$ cat src/rtl/vga_timing_gen.sv
// ----------------------------------------------------------------------------
// vga_timing_gen
//
// Parametrised VGA/SVGA raster timing generator for the Mandelbrot display
// path. A divider turns the system clock into a pixel-rate strobe (p_tick).
// Each p_tick advances the pixel_x/pixel_y raster counters. Sync, blanking
// and start strobes are registered from the next-state counter values, so
// they always describe the coordinate currently on pixel_x/pixel_y.
//
// Line and frame order: visible, front porch, sync, back porch.
//
// Ports:
//   CLK_100MHz   in   system clock, all logic on the rising edge
//   reset_n      in   asynchronous active-low reset
//   en           in   run enable; low freezes divider, counters and levels
//   p_tick       out  pixel-rate strobe, one system clock wide
//   pixel_x      out  horizontal count 0..H_TOTAL-1
//   pixel_y      out  vertical count 0..V_TOTAL-1
//   hsync        out  horizontal sync, active level H_POL
//   vsync        out  vertical sync, active level V_POL
//   video_on     out  high inside the visible area
//   line_start   out  one-clock pulse after pixel_x is loaded with 0
//   frame_start  out  one-clock pulse after (pixel_x, pixel_y) is loaded with (0, 0)
// ----------------------------------------------------------------------------
module vga_timing_gen #(
    parameter int CNT_W   = 10,
    parameter int H_VIS   = 640,
    parameter int H_FP    = 16,
    parameter int H_SYNC  = 96,
    parameter int H_BP    = 48,
    parameter int V_VIS   = 480,
    parameter int V_FP    = 10,
    parameter int V_SYNC  = 2,
    parameter int V_BP    = 33,
    parameter int CLK_DIV = 4,
    parameter bit H_POL   = 1'b0,
    parameter bit V_POL   = 1'b0
) (
    input  logic             CLK_100MHz,
    input  logic             reset_n,
    input  logic             en,
    output logic             p_tick,
    output logic [CNT_W-1:0] pixel_x,
    output logic [CNT_W-1:0] pixel_y,
    output logic             hsync,
    output logic             vsync,
    output logic             video_on,
    output logic             line_start,
    output logic             frame_start
);

    localparam int H_TOTAL = H_VIS + H_FP + H_SYNC + H_BP;
    localparam int V_TOTAL = V_VIS + V_FP + V_SYNC + V_BP;
    localparam int DIV_W   = (CLK_DIV > 1) ? $clog2(CLK_DIV) : 1;

    localparam logic [DIV_W-1:0] DIV_MAX  = DIV_W'(CLK_DIV - 1);
    localparam logic [CNT_W-1:0] H_MAX    = CNT_W'(H_TOTAL - 1);
    localparam logic [CNT_W-1:0] V_MAX    = CNT_W'(V_TOTAL - 1);
    localparam logic [CNT_W-1:0] H_VIS_C  = CNT_W'(H_VIS);
    localparam logic [CNT_W-1:0] V_VIS_C  = CNT_W'(V_VIS);
    localparam logic [CNT_W-1:0] HS_FIRST = CNT_W'(H_VIS + H_FP);
    localparam logic [CNT_W-1:0] HS_LAST  = CNT_W'(H_VIS + H_FP + H_SYNC - 1);
    localparam logic [CNT_W-1:0] VS_FIRST = CNT_W'(V_VIS + V_FP);
    localparam logic [CNT_W-1:0] VS_LAST  = CNT_W'(V_VIS + V_FP + V_SYNC - 1);

    logic [DIV_W-1:0] div_cnt;
    logic [CNT_W-1:0] x_nxt;
    logic [CNT_W-1:0] y_nxt;

    // reset_n is folded in so the strobe stays low while held in reset,
    // which matters when CLK_DIV=1 (div_cnt is then always at its max).
    assign p_tick = reset_n & en & (div_cnt == DIV_MAX);

    // Next raster position; only moves on a pixel tick.
    always_comb begin
        x_nxt = pixel_x;
        y_nxt = pixel_y;
        if (p_tick) begin
            if (pixel_x == H_MAX) begin
                x_nxt = '0;
                y_nxt = (pixel_y == V_MAX) ? '0 : pixel_y + CNT_W'(1);
            end else begin
                x_nxt = pixel_x + CNT_W'(1);
            end
        end
    end

    // Reset parks the raster on the last pixel of the last line, so the
    // first tick after release wraps to (0, 0) and starts a full frame.
    always_ff @(posedge CLK_100MHz or negedge reset_n) begin
        if (!reset_n) begin
            div_cnt     <= '0;
            pixel_x     <= H_MAX;
            pixel_y     <= V_MAX;
            hsync       <= ~H_POL;
            vsync       <= ~V_POL;
            video_on    <= 1'b0;
            line_start  <= 1'b0;
            frame_start <= 1'b0;
        end else if (en) begin
            div_cnt     <= (div_cnt == DIV_MAX) ? '0 : div_cnt + DIV_W'(1);
            pixel_x     <= x_nxt;
            pixel_y     <= y_nxt;
            hsync       <= (x_nxt >= HS_FIRST && x_nxt <= HS_LAST) ? H_POL : ~H_POL;
            vsync       <= (y_nxt >= VS_FIRST && y_nxt <= VS_LAST) ? V_POL : ~V_POL;
            video_on    <= (x_nxt < H_VIS_C) && (y_nxt < V_VIS_C);
            line_start  <= p_tick && (x_nxt == '0);
            frame_start <= p_tick && (x_nxt == '0) && (y_nxt == '0);
        end else begin
            // Held: levels and counters freeze, strobes drop.
            line_start  <= 1'b0;
            frame_start <= 1'b0;
        end
    end

endmodule

$ cat config.mk
export PLATFORM = sky130hd
export DESIGN_NAME = vga_timing_gen
export DESIGN_NICKNAME = d
export VERILOG_FILES = /design/src/rtl/vga_timing_gen.sv
export SDC_FILE = /design/constraint.sdc
export NUM_CORES = 1
export LEC_CHECK = 0
export CORE_MARGIN = 5
export CORE_UTILIZATION = 55
export CTS_BUF_LIST = sky130_fd_sc_hd__clkbuf_8
export CTS_CLUSTER_SIZE = 20
export DETAILED_ROUTE_END_ITERATION = 6
export PLACE_DENSITY = 0.82
export RECOVER_POWER = 100
export SETUP_SLACK_MARGIN = 0.4
export SLEW_MARGIN = 20
export SYNTH_ARGS = -nofsm -noshare
export SYNTH_HDL_FRONTEND = slang
export SYNTH_SLANG_ARGS = --single-unit
$ cat constraint.sdc
create_clock -name CLK_100MHz -period 2.8 [get_ports CLK_100MHz]
set_clock_uncertainty 0.15 [all_clocks]
set_input_delay 0.84 -clock CLK_100MHz [delete_from_list [all_inputs] [get_ports CLK_100MHz]]
set_output_delay 0.84 -clock CLK_100MHz [all_outputs]
set_load 0.03 [all_outputs]
==> results of run 1 <==
==> worst max-delay path, delay by kind of cell <==
family          cells  cell delay, ns
simple gates        4            1.01
buf+inv             3            0.56
compound gates      2            0.19
==> metrics by stage <==
step | hold WS [ns] | instance area (sq um) | utilization | setup TNS (ns) | instances
floorplan | 0.335 | 1810 | - | 0 | 181
global placement | 0.325 | 2230 | 0.724 | -1.05 | 268
detailed placement | 0.334 | 2230 | 0.724 | -1.29 | 268
CTS | 0.350 | 2350 | 0.764 | 0 | 279
global route | 0.387 | 2310 | 0.751 | 0 | 281
finish | 0.363 | 2310 | 0.751 | 0 | 281
==> metal layers <==
metal / part of all wire / global-route usage / vias to the layer above
met5: 0 / 0 / -
met1: 0.39 / 0.305 / 832
met4: 0.019 / 0.0684 / 0
met2: 0.52 / 0.357 / 87
met3: 0.068 / 0.0337 / 11
li1: - / - / 777
==> power groups by stage <==
stage	Sequential (uW)	Clock, uW	Combinational, uW
2_1_floorplan	522	0	163
4_1_cts	483	223	304
5_1_grt	484	244	338
6_report	477	224	311
3_5_place_dp	497	0	263
3_3_place_gp	491	0	248
==> worst max path at each step <==
stage | to
global route | frame_start
detailed placement | video_on
floorplan | vsync
finish | frame_start
CTS | p_tick
global placement | frame_start
==> timing repair <==
action,CTS,global route
pin swaps,6,11
endpoints found under the setup margin,33,9
buffers inserted,7,2
resized for setup,36,11
==> cells by family (layout without fill, tap and decap cells) <==
logic type | Yosys count | in the layout | share of synthesized area
simple gates | 83 | 83 | 0.299
compound gates | 33 | 33 | 0.138
flops | 27 | 27 | 0.385
buf+inv | 20 | 76 | 0.0747
xor+xnor | 12 | 12 | 0.0628
fa+ha+maj | 4 | 4 | 0.0279
mux | 2 | 2 | 0.0126
==> synthesized netlist by cell type, types with 2 or more instances <==
cell       n
a31oi_1    3
nor2_1    10
o22ai_1    3
nand4_1    9
buf_6      2
xnor2_1    8
nand2_1   15
mux2_2     2
xor2_1     3
nor4_1     4
a41oi_1    2
and3_1     5
nor3_1     8
nand3_1    7
a21oi_1    7
nand2b_1   3
nand3b_1   2
ha_1       4
nor4_4     3
dfstp_2   12
clkbuf_1   4
inv_1      9
and4_1     3
o21ai_0    8
dfrtp_1   15
==> final cells by class <==
type / count / area, sq um / area share
Clock buffer: 3 / 41.3 / 0.0179
Clock inverter: 1 / 3.75 / 0.00162
Inverter: 10 / 42.5 / 0.0184
Multi-Input combinational cell: 134 / 1010 / 0.438
Sequential cell: 27 / 691 / 0.299
Timing Repair Buffer: 62 / 465 / 0.201
Tap cell: 44 / 55.1 / 0.0238
==> sequential cells by signal (all words and copies together) (netlist names) <==
signal       cells
hsync            1
line_start       1
pixel_y         10
div_cnt          2
frame_start      1
video_on         1
vsync            1
pixel_x         10
==> key figures, run 1 <==
Run status
  • Status: finished clean

GRT
  • Vias in the first global route: 1574
  • First-pass GRT wire length: 7610 um
  • Initial antenna violation count: 0
  • Total track usage: 0.222
  • GR Overflow Total: 0
  • Largest net degree at the start of global routing: 28

STA
  • Final setup vio count: 0
  • Pins Over Slew Limit: 0
  • Worst-margin pin slew: 1.44 ns
  • Fin. Hold Viols: 0
  • Worst setup margin: 0.277 ns
  • Max frequency: 396 MHz
  • Final period utilization: 0.901
  • RSZ-0062 raised after global routing: true
  • Slew headroom: 0.0404
  • Minimum clock period: 2.52 ns

Placement
  • Routability cong.: 0.974
  • Pre-CTS WS: -0.315 ns
  • DP Wirelength: 3290 um
  • IO Port Bufs: 28

Clocking
  • Hold_buf cts: 0
  • TritonCTS clock tree: done
  • Clock Path Buffers: 2
  • Worst skew pair latency: 0.28 ns
  • Clock-pin slew on the worst setup and hold paths: 0.10 ns
  • TritonCTS Sinks: 27
  • Clock Tree Root: clkbuf_8
  • TritonCTS buffer count: 3
  • Htree depth: 1

Yosys
  • Ranking of synthesized cells by area: dfrtp_1, dfstp_2, xnor2_1, nor4_4, nand2_1
  • Fraction of registers with async set/reset: 1.00
  • Synth warn: 0
  • Synth Flop Type: dfrtp_1
  • Area leader, netlist: dfrtp_1
  • Syn nets: 188
  • Synth cell types: 55
  • Flops & latches, synth: 27
  • Synth top area share: 0.209
  • Synth Cell Area: 0.00179 sq mm
  • Synthesized area per cell: 9.91 sq um
  • Cell count after synthesis: 181
  • Register area share after synthesis: 0.385
  • EDFF count, synth: 0

Final layout
  • Fillers: 235
  • Diode count: 0
  • Share of layout cells above drive strength 1: 0.241
  • Highest-count cells in the layout ignoring fill and taps: buf_4, dlygate4sd2_1, dfrtp_1
  • Most common cell after layout, fill and taps aside: buf_4
  • Area Overhead vs Synth: 29.0%
  • Nets: 245

Power
  • Final Power: 1010 uW
  • Internal power: 673 uW
  • P_sw: 340 uW
  • Pwr Density: 438 mW/mm^2
  • Sw Ratio: 0.335
  • Max rail drop VDD: 267 uV
  • Lkg Pwr: 0.00104 uW
  • Sequential fraction of design power: 0.471
  • Clock power share: 0.222
  • Combinational Power Share: 0.307

Worst setup path
  • CP Class: in -> reg
  • WP data required: 2.87 ns
  • Crit path launch: reset_n
  • Crit-path max FO: 4
  • CP Capture Type: flop
  • Flop-to-flop setup slack: 0.29 ns
  • Worst EP arrival: 2.59 ns
  • Slowest cell on the critical path: nor4_4
  • Worst path cell trace: clkbuf_1, nand3_4, buf_4, nor4_4, buf_4, a21o_4, a31oi_4, nor4_4, and4_1
  • R2r startpoint: pixel_x[4]
  • Worst path max stage delay: 0.33 ns
  • Worst setup SP type: input pin
  • Reg2Reg Depth: 6
  • Reg-to-Reg End: vsync

Drt
  • WL/cell: 17.2 um
  • Pre-antenna DRT Iters: 5
  • Antenna violation net count after detailed routing: 0
  • DR DRC count: 0
  • Drt initial violations: 172
  • Via-to-Cell Ratio: 6.07
  • Detailed Route WL: 4830 um
  • DR vias: 1707

Die
  • Starting Density: 0.583
  • Die height: 67.1 um
  • Row count: 20
  • CORE AREA: 0.00308 sq mm
  • Full die area: 0.00450 sq mm
  • Die W: 67.1 um
  • Top Ports: 29

Hold path
  • Beginning of the worst hold path: hsync
  • HP Class: reg -> reg
  • Hold EP: hsync
  • WHS Path Cells: 2

Run
  • Max cap viols: 0
No activity file was read; power rests on OpenSTA's default activity.
==> inputs of run 2 (changes only) <==
MAX_ROUTING_LAYER = met4   (was default)
==> run 2 against run 1 <==
Against the previous run: cell count up 1.1%; wire length up 1.8%; hold slack worse by 0.015 ns; sequential power up 2%; setup slack worse by 0.029 ns; critical endpoint unchanged; largest power group unchanged.
==> key figures, run 2 (same netlist as run 1, synthesis figures left out) <==
Power
  • P_sw: 336 uW (-1.1%)
  • Max rail drop VDD: 287 uV (+7.3%)
  • Sequential fraction of design power: 0.485 (+0.014)
  • Combinational Power Share: 0.282 (-0.025)
  • Sw Ratio: 0.336 (+0.000964)
  • Internal power: 663 uW (-1.5%)
  • Lkg Pwr: 0.00106 uW (+2.6%)
  • Pwr Density: 425 mW/mm^2 (-2.9%)
  • Clock power share: 0.233 (+0.011)

Die
  • Top Ports: 29 (unchanged)
  • Full die area: 0.00450 sq mm (unchanged)
  • Die W: 67.1 um (unchanged)
  • CORE AREA: 0.00308 sq mm (unchanged)
  • Starting Density: 0.583 (unchanged)
  • Row count: 20 (unchanged)
  • Die height: 67.1 um (unchanged)

Worst setup path
  • Crit-path max FO: 3 (-1)
  • CP Capture Type: flop
  • WP data required: 2.87 ns (about the same)
  • Reg2Reg Depth: 8 (+2)
  • Worst setup SP type: input pin
  • CP Class: in -> reg
  • Worst EP arrival: 2.62 ns (+0.03 ns)

Final layout
  • Final cell count without fillers: 284 (+1.1%)
  • Share of layout cells above drive strength 1: 0.283 (+0.0428)
  • Biggest registers after layout: pixel_x: 10 flops, pixel_y: 10 flops, div_cnt: 2 flops
  • Area Overhead vs Synth: 31.1%
  • Highest-count cells in the layout ignoring fill and taps: buf_4, dlygate4sd2_1, dfrtp_1
  • Most common cell after layout, fill and taps aside: buf_4
  • Diode count: 0 (unchanged)
  • Nets: 248 (+1.2%)
  • Utilization after layout: 0.763 (+0.0122)

Run
  • Max cap viols: 0 (unchanged)

Drt
  • Drt initial violations: 248 (+44%)
  • Via-to-Cell Ratio: 5.95 (-2.1%)
  • WL met1: 2140 um (+12%)
  • Metal2 WL: 2420 um (-3.4%)
  • DR DRC count: 0 (unchanged)
  • Top Metal Used: met4
  • Antenna violation net count after detailed routing: 0 (unchanged)
  • Pre-antenna DRT Iters: 4 (-1)
  • WL/cell: 17.3 um (+0.68%)
  • Detailed Route WL: 4920 um (+1.8%)
  • Metal3 WL: 240 um (-27%)
  • DR vias: 1689 (-1.1%)

STA
  • RSZ-0062 raised after global routing: true
  • Final period utilization: 0.911 (+0.0102)
  • Pins Over Slew Limit: 0 (unchanged)
  • Final setup vio count: 0 (unchanged)
  • Worst-margin pin slew: 1.44 ns (+0.00429 ns)
  • Fin Hold WS: 0.348 ns (-0.0152 ns)
  • Setup TNS: 0 ns (unchanged)
  • Max frequency: 392 MHz (-1.1%)
  • Minimum clock period: 2.55 ns (+0.0286 ns)
  • Slew headroom: 0.0376 (-0.00286)
  • Worst setup margin: 0.249 ns (-0.0286 ns)
  • Fin. Hold Viols: 0 (unchanged)

GRT
  • First-pass GRT wire length: 7730 um (+1.6%)
  • Initial antenna violation count: 0 (unchanged)
  • Largest net degree at the start of global routing: 28 (unchanged)
  • Total track usage: 0.232 (+0.0100)
  • Vias in the first global route: 1606 (+2.0%)
  • GR Overflow Total: 0 (unchanged)

Placement
  • DP Wirelength: 3220 um (-2.1%)
  • Pre-CTS WS: -0.270 ns (+0.0452 ns)
  • Routability cong.: 1.01 (+3.6%)
  • IO Port Bufs: 28 (unchanged)
  • Placed Cells: 267 (-0.37%)

Clocking
  • Hold_buf cts: 0 (unchanged)
  • Clock Tree Root: clkbuf_8
  • Worst skew pair latency: 0.28 ns (about the same)
  • TritonCTS buffer count: 3 (unchanged)
  • Clock-pin slew on the worst setup and hold paths: 0.10 ns (about the same)
  • Htree depth: 1 (unchanged)
  • TritonCTS Sinks: 27 (unchanged)
  • Clock Path Buffers: 2 (unchanged)
  • TritonCTS clock tree: done

Hold path
  • WHS Path Cells: 2 (unchanged)
  • HP Class: reg -> reg

Run status
  • Status: finished clean
-- run 2: cell types whose count changed in the layout (fill, tap and decap cells not counted), moves of 2 or more --
cell      previous run  this run
buf_4               22        28
clkbuf_1            12         8
dfstp_1             10         8
dfstp_2              2         4
-- run 2: final timing paths --
check                           startpoint           to  slack (ns)
worst max-delay path               reset_n  frame_start        0.25
worst max register to register  pixel_x[0]        vsync        0.28
max in group asynchronous          reset_n     video_on        0.72
min in group asynchronous          reset_n   line_start        0.94
worst min-delay path              video_on     video_on        0.35
worst min register to register    video_on     video_on        0.35
-- run 2: cell type report --
type / instances / area, sq um
multi-input combinational: 134 / 1010
fill: 237 / 728
sequential: 27 / 691
timing repair buffer: 65 / 500
tap: 44 / 55.1
inverter: 10 / 45.0
clock buffer: 3 / 41.3
clock inverter: 1 / 7.51
-- run 2: timing repair --
item,4_1_cts,5_1_grt
endpoints found under the hold margin,0,0
setup buffers,7,6
gates cloned,0,0
endpoints found under the setup margin,32,7
pin swaps,9,7
gates resized for setup,37,14
-- run 2: power groups by stage --
stage | logic, uW | clock network [uW] | registers [uW]
finish | 281 | 233 | 485
global route | 307 | 252 | 488
CTS | 289 | 236 | 487
detailed placement | 257 | 0 | 496
global placement | 249 | 0 | 491
floorplan | 163 | 0 | 522
-- run 2: per-layer routing --
layer  global-route usage  vias up
met1                0.297      829
met2                0.371       65
li1                     -      781
met4               0.0937        0
met5                    -        -
met3               0.0304       14
-- run 2: per-stage QoR --
stage / total power (uW) / cell area (sq um)
floorplan: 685 / 1810
global placement: 741 / 2220
detailed placement: 753 / 2220
CTS: 1010 / 2340
global route: 1050 / 2350
finish: 999 / 2350
-- run 2: worst max-delay path: stages --
cell	delay, ns
clkbuf_1	0.16
nand3_1	0.15
buf_4	0.19
nor4_4	0.28
clkbuf_1	0.22
a21o_4	0.12
a31oi_4	0.10
nor4_4	0.33
and4_1	0.22
==> inputs of run 3 (changes only) <==
CTS_BUF_LIST = sky130_fd_sc_hd__clkbuf_2   (was sky130_fd_sc_hd__clkbuf_8)
==> run 3 against run 2 <==
Against the previous run: sequential share of layout area up 0.063 points; clock power down 30%; wire length up 1.4%; hold slack better by 0.027 ns; cell count up 3.5%; power down 0.36%; utilization down 0.16 points; via count up 1.7%; setup slack worse by 0.025 ns; count of clock-buffer cells in the layout unchanged; global-route usage down 0.70 points; register-to-register slack worse by 0.06 ns; critical endpoint is now vsync; largest power group unchanged.
==> key figures, run 3 (same netlist as run 1, synthesis figures left out) <==
Placement
  • DP Wirelength: 3220 um (unchanged)
  • Pre-CTS WS: -0.270 ns (unchanged)
  • IO Port Bufs: 28 (unchanged)
  • Placed Cells: 267 (unchanged)
  • Routability cong.: 1.01 (unchanged)

Worst setup path
  • Slowest cell on the critical path: dfstp_1
  • Worst setup SP type: flop
  • Reg-to-Reg End: vsync
  • Worst path max stage delay: 0.61 ns (+0.28 ns)
  • Worst path cell trace: ha_1, nand4_1, nor4_4, nand4_1, xnor2_1, and4_4, a41oi_2
  • CP Capture Type: flop
  • Most used cell, CP: nand4_1
  • Worst EP arrival: 2.76 ns (+0.14 ns)
  • Crit-path max FO: 5 (+2)
  • R2r startpoint: pixel_x[0]
  • Reg2Reg Depth: 7 (-1)
  • Flop-to-flop setup slack: 0.22 ns (-0.06 ns)
  • WP data required: 2.99 ns (+0.12 ns)
  • CP Class: reg -> reg

GRT
  • GR Overflow Total: 0 (unchanged)
  • GR Layer Usage met2: 0.374 (+0.00368)
  • Initial antenna violation count: 0 (unchanged)
  • GR peak layer: met2
  • Met3 Use GR: 0.0236 (-0.00675)
  • First-pass GRT wire length: 7620 um (-1.3%)
  • Total track usage: 0.225 (-0.00698)
  • Vias in the first global route: 1590 (-1.0%)
  • Met1 usage: 0.295 (-0.00241)
  • Largest net degree at the start of global routing: 28 (unchanged)

Clocking
  • Htree depth: 1 (unchanged)
  • Worst skew pair latency: 0.39 ns (+0.11 ns)
  • TritonCTS Sinks: 27 (unchanged)
  • Clock Tree Root: clkbuf_2
  • Clock Path Buffers: 2 (unchanged)
  • Clock-pin slew on the worst setup and hold paths: 0.29 ns (+0.19 ns)
  • TritonCTS buffer count: 3 (unchanged)
  • TritonCTS clock tree: done

STA
  • Fin Hold WS: 0.375 ns (+0.0272 ns)
  • Worst-margin pin slew: 1.45 ns (+0.0110 ns)
  • Minimum clock period: 2.58 ns (+0.0245 ns)
  • Pins Over Slew Limit: 0 (unchanged)
  • Final setup vio count: 0 (unchanged)
  • Slew headroom: 0.0302 (-0.00735)
  • Fin. Hold Viols: 0 (unchanged)
  • Final period utilization: 0.920 (+0.00876)
  • Max frequency: 388 MHz (-0.95%)
  • RSZ-0062 raised after global routing: true
  • Worst setup margin: 0.224 ns (-0.0245 ns)

Drt
  • DR vias: 1718 (+1.7%)
  • Detailed Route WL: 4980 um (+1.4%)
  • Pre-antenna DRT Iters: 4 (unchanged)
  • Antenna violation net count after detailed routing: 0 (unchanged)
  • Via-to-Cell Ratio: 5.84 (-1.7%)
  • DR DRC count: 0 (unchanged)
  • WL/cell: 16.9 um (-2.1%)
  • Drt initial violations: 245 (-1.2%)

Power
  • Sw Ratio: 0.354 (+0.0177)
  • Clock power share: 0.164 (-0.069)
  • Combinational Power Share: 0.370 (+0.088)
  • Sequential fraction of design power: 0.466 (-0.019)
  • P_sw: 352 uW (+4.9%)
  • Max rail drop VDD: 332 uV (+16%)
  • Pwr Density: 425 mW/mm^2 (-0.14%)
  • Internal power: 643 uW (-3.0%)
  • Lkg Pwr: 0.00109 uW (+2.2%)

Final layout
  • Highest-count cells in the layout ignoring fill and taps: buf_4, dfrtp_1, nand2_1
  • Nets: 258 (+4.0%)
  • Share of layout cells above drive strength 1: 0.328 (+0.0447)
  • Final cell count without fillers: 294 (+3.5%)
  • Fillers: 251 (+5.9%)
  • Most common cell after layout, fill and taps aside: buf_4
  • Biggest registers after layout: pixel_x: 10 flops, pixel_y: 10 flops, div_cnt: 2 flops
  • Utilization after layout: 0.762 (-0.00163)
  • Area of the multi-input gates: 972 sq um (-3.7%)
  • Area Overhead vs Synth: 30.8%
  • Diode count: 0 (unchanged)
  • Sequential cell area: 691 sq um (unchanged)

Hold path
  • WHS Path Cells: 2 (unchanged)
  • Beginning of the worst hold path: video_on
  • HP Class: reg -> reg
  • Hold EP: video_on

Die
  • Die W: 67.1 um (unchanged)
  • Top Ports: 29 (unchanged)
  • CORE AREA: 0.00308 sq mm (unchanged)
  • Full die area: 0.00450 sq mm (unchanged)
  • Starting Density: 0.583 (unchanged)
  • Row count: 20 (unchanged)
  • Die height: 67.1 um (unchanged)

Run status
  • Status: finished clean

Run
  • Max cap viols: 0 (unchanged)
==> run 3: cell count changes in the layout (fill, tap and decap cells not counted), moves of 2 or more <==
cell and change:
o21ai_0 +2, clkbuf_1 +4, dlygate4sd3_1 -3, dlygate4sd2_1 -10, clkbuf_4 +2, buf_4 +6, clkdlybuf4s15_2 +4, clkbuf_8 -3
clkbuf_2 +7
==> run 3: per-layer routing <==
metal | vias to the layer above | part of all wire
met5 | - | 0
met4 | 0 | 0.018
met3 | 10 | 0.052
met1 | 833 | 0.44
li1 | 802 | -
met2 | 73 | 0.49
==> run 3: power groups by stage <==
stage / registers, uW / logic [uW] / clock network [uW]
6_report: 463 / 368 / 164
5_1_grt: 468 / 396 / 178
4_1_cts: 479 / 343 / 162
3_5_place_dp: 496 / 257 / 0
3_3_place_gp: 491 / 249 / 0
2_1_floorplan: 522 / 163 / 0
==> run 3: worst max-delay path by stage <==
stage | start | end | slack (ns) | cells past startpoint
floorplan | pixel_x[4] | vsync | 0.26 | 7
global placement | reset_n | frame_start | -0.24 | 7
detailed placement | reset_n | frame_start | -0.27 | 9
CTS | reset_n | p_tick | 0.14 | 5
global route | pixel_x[0] | video_on | 0.15 | 7
finish | pixel_x[0] | vsync | 0.22 | 7
==> run 3: area by class of cell <==
class / instances / area share
clock buffers: 3 / 0.00640
clock inverters: 1 / 0.00320
inverters: 10 / 0.0192
multi-input cells: 134 / 0.415
flip-flops and latches: 27 / 0.295
well taps: 44 / 0.0235
repair buffers: 75 / 0.239
==> run 3: critical path, delay by kind of cell (launching register included) <==
kind,cells,cell delay (ns)
AO/OA/AOI/OAI,1,0.12
flip-flops,1,0.61
adder cells (fa/ha/maj),1,0.31
AND/OR/NAND/NOR,4,1.05
XOR/XNOR,1,0.28
==> run 3: what timing repair did <==
action                     4_1_cts  5_1_grt
resized for setup               53       33
setup buffers                    8       15
hold buffers                     0        0
cloned                           0        0
setup endpoints to repair       31       21
pin swaps                        4        6
==> run 3: metrics by stage <==
step | TNS (ns) | instance area (sq um) | total power (uW)
after floorplan | 0 | 1810 | 685
after global placement | -0.984 | 2220 | 741
after detailed placement | -1.17 | 2220 | 753
after CTS | 0 | 2320 | 985
after global routing | 0 | 2340 | 1040
final | 0 | 2340 | 995
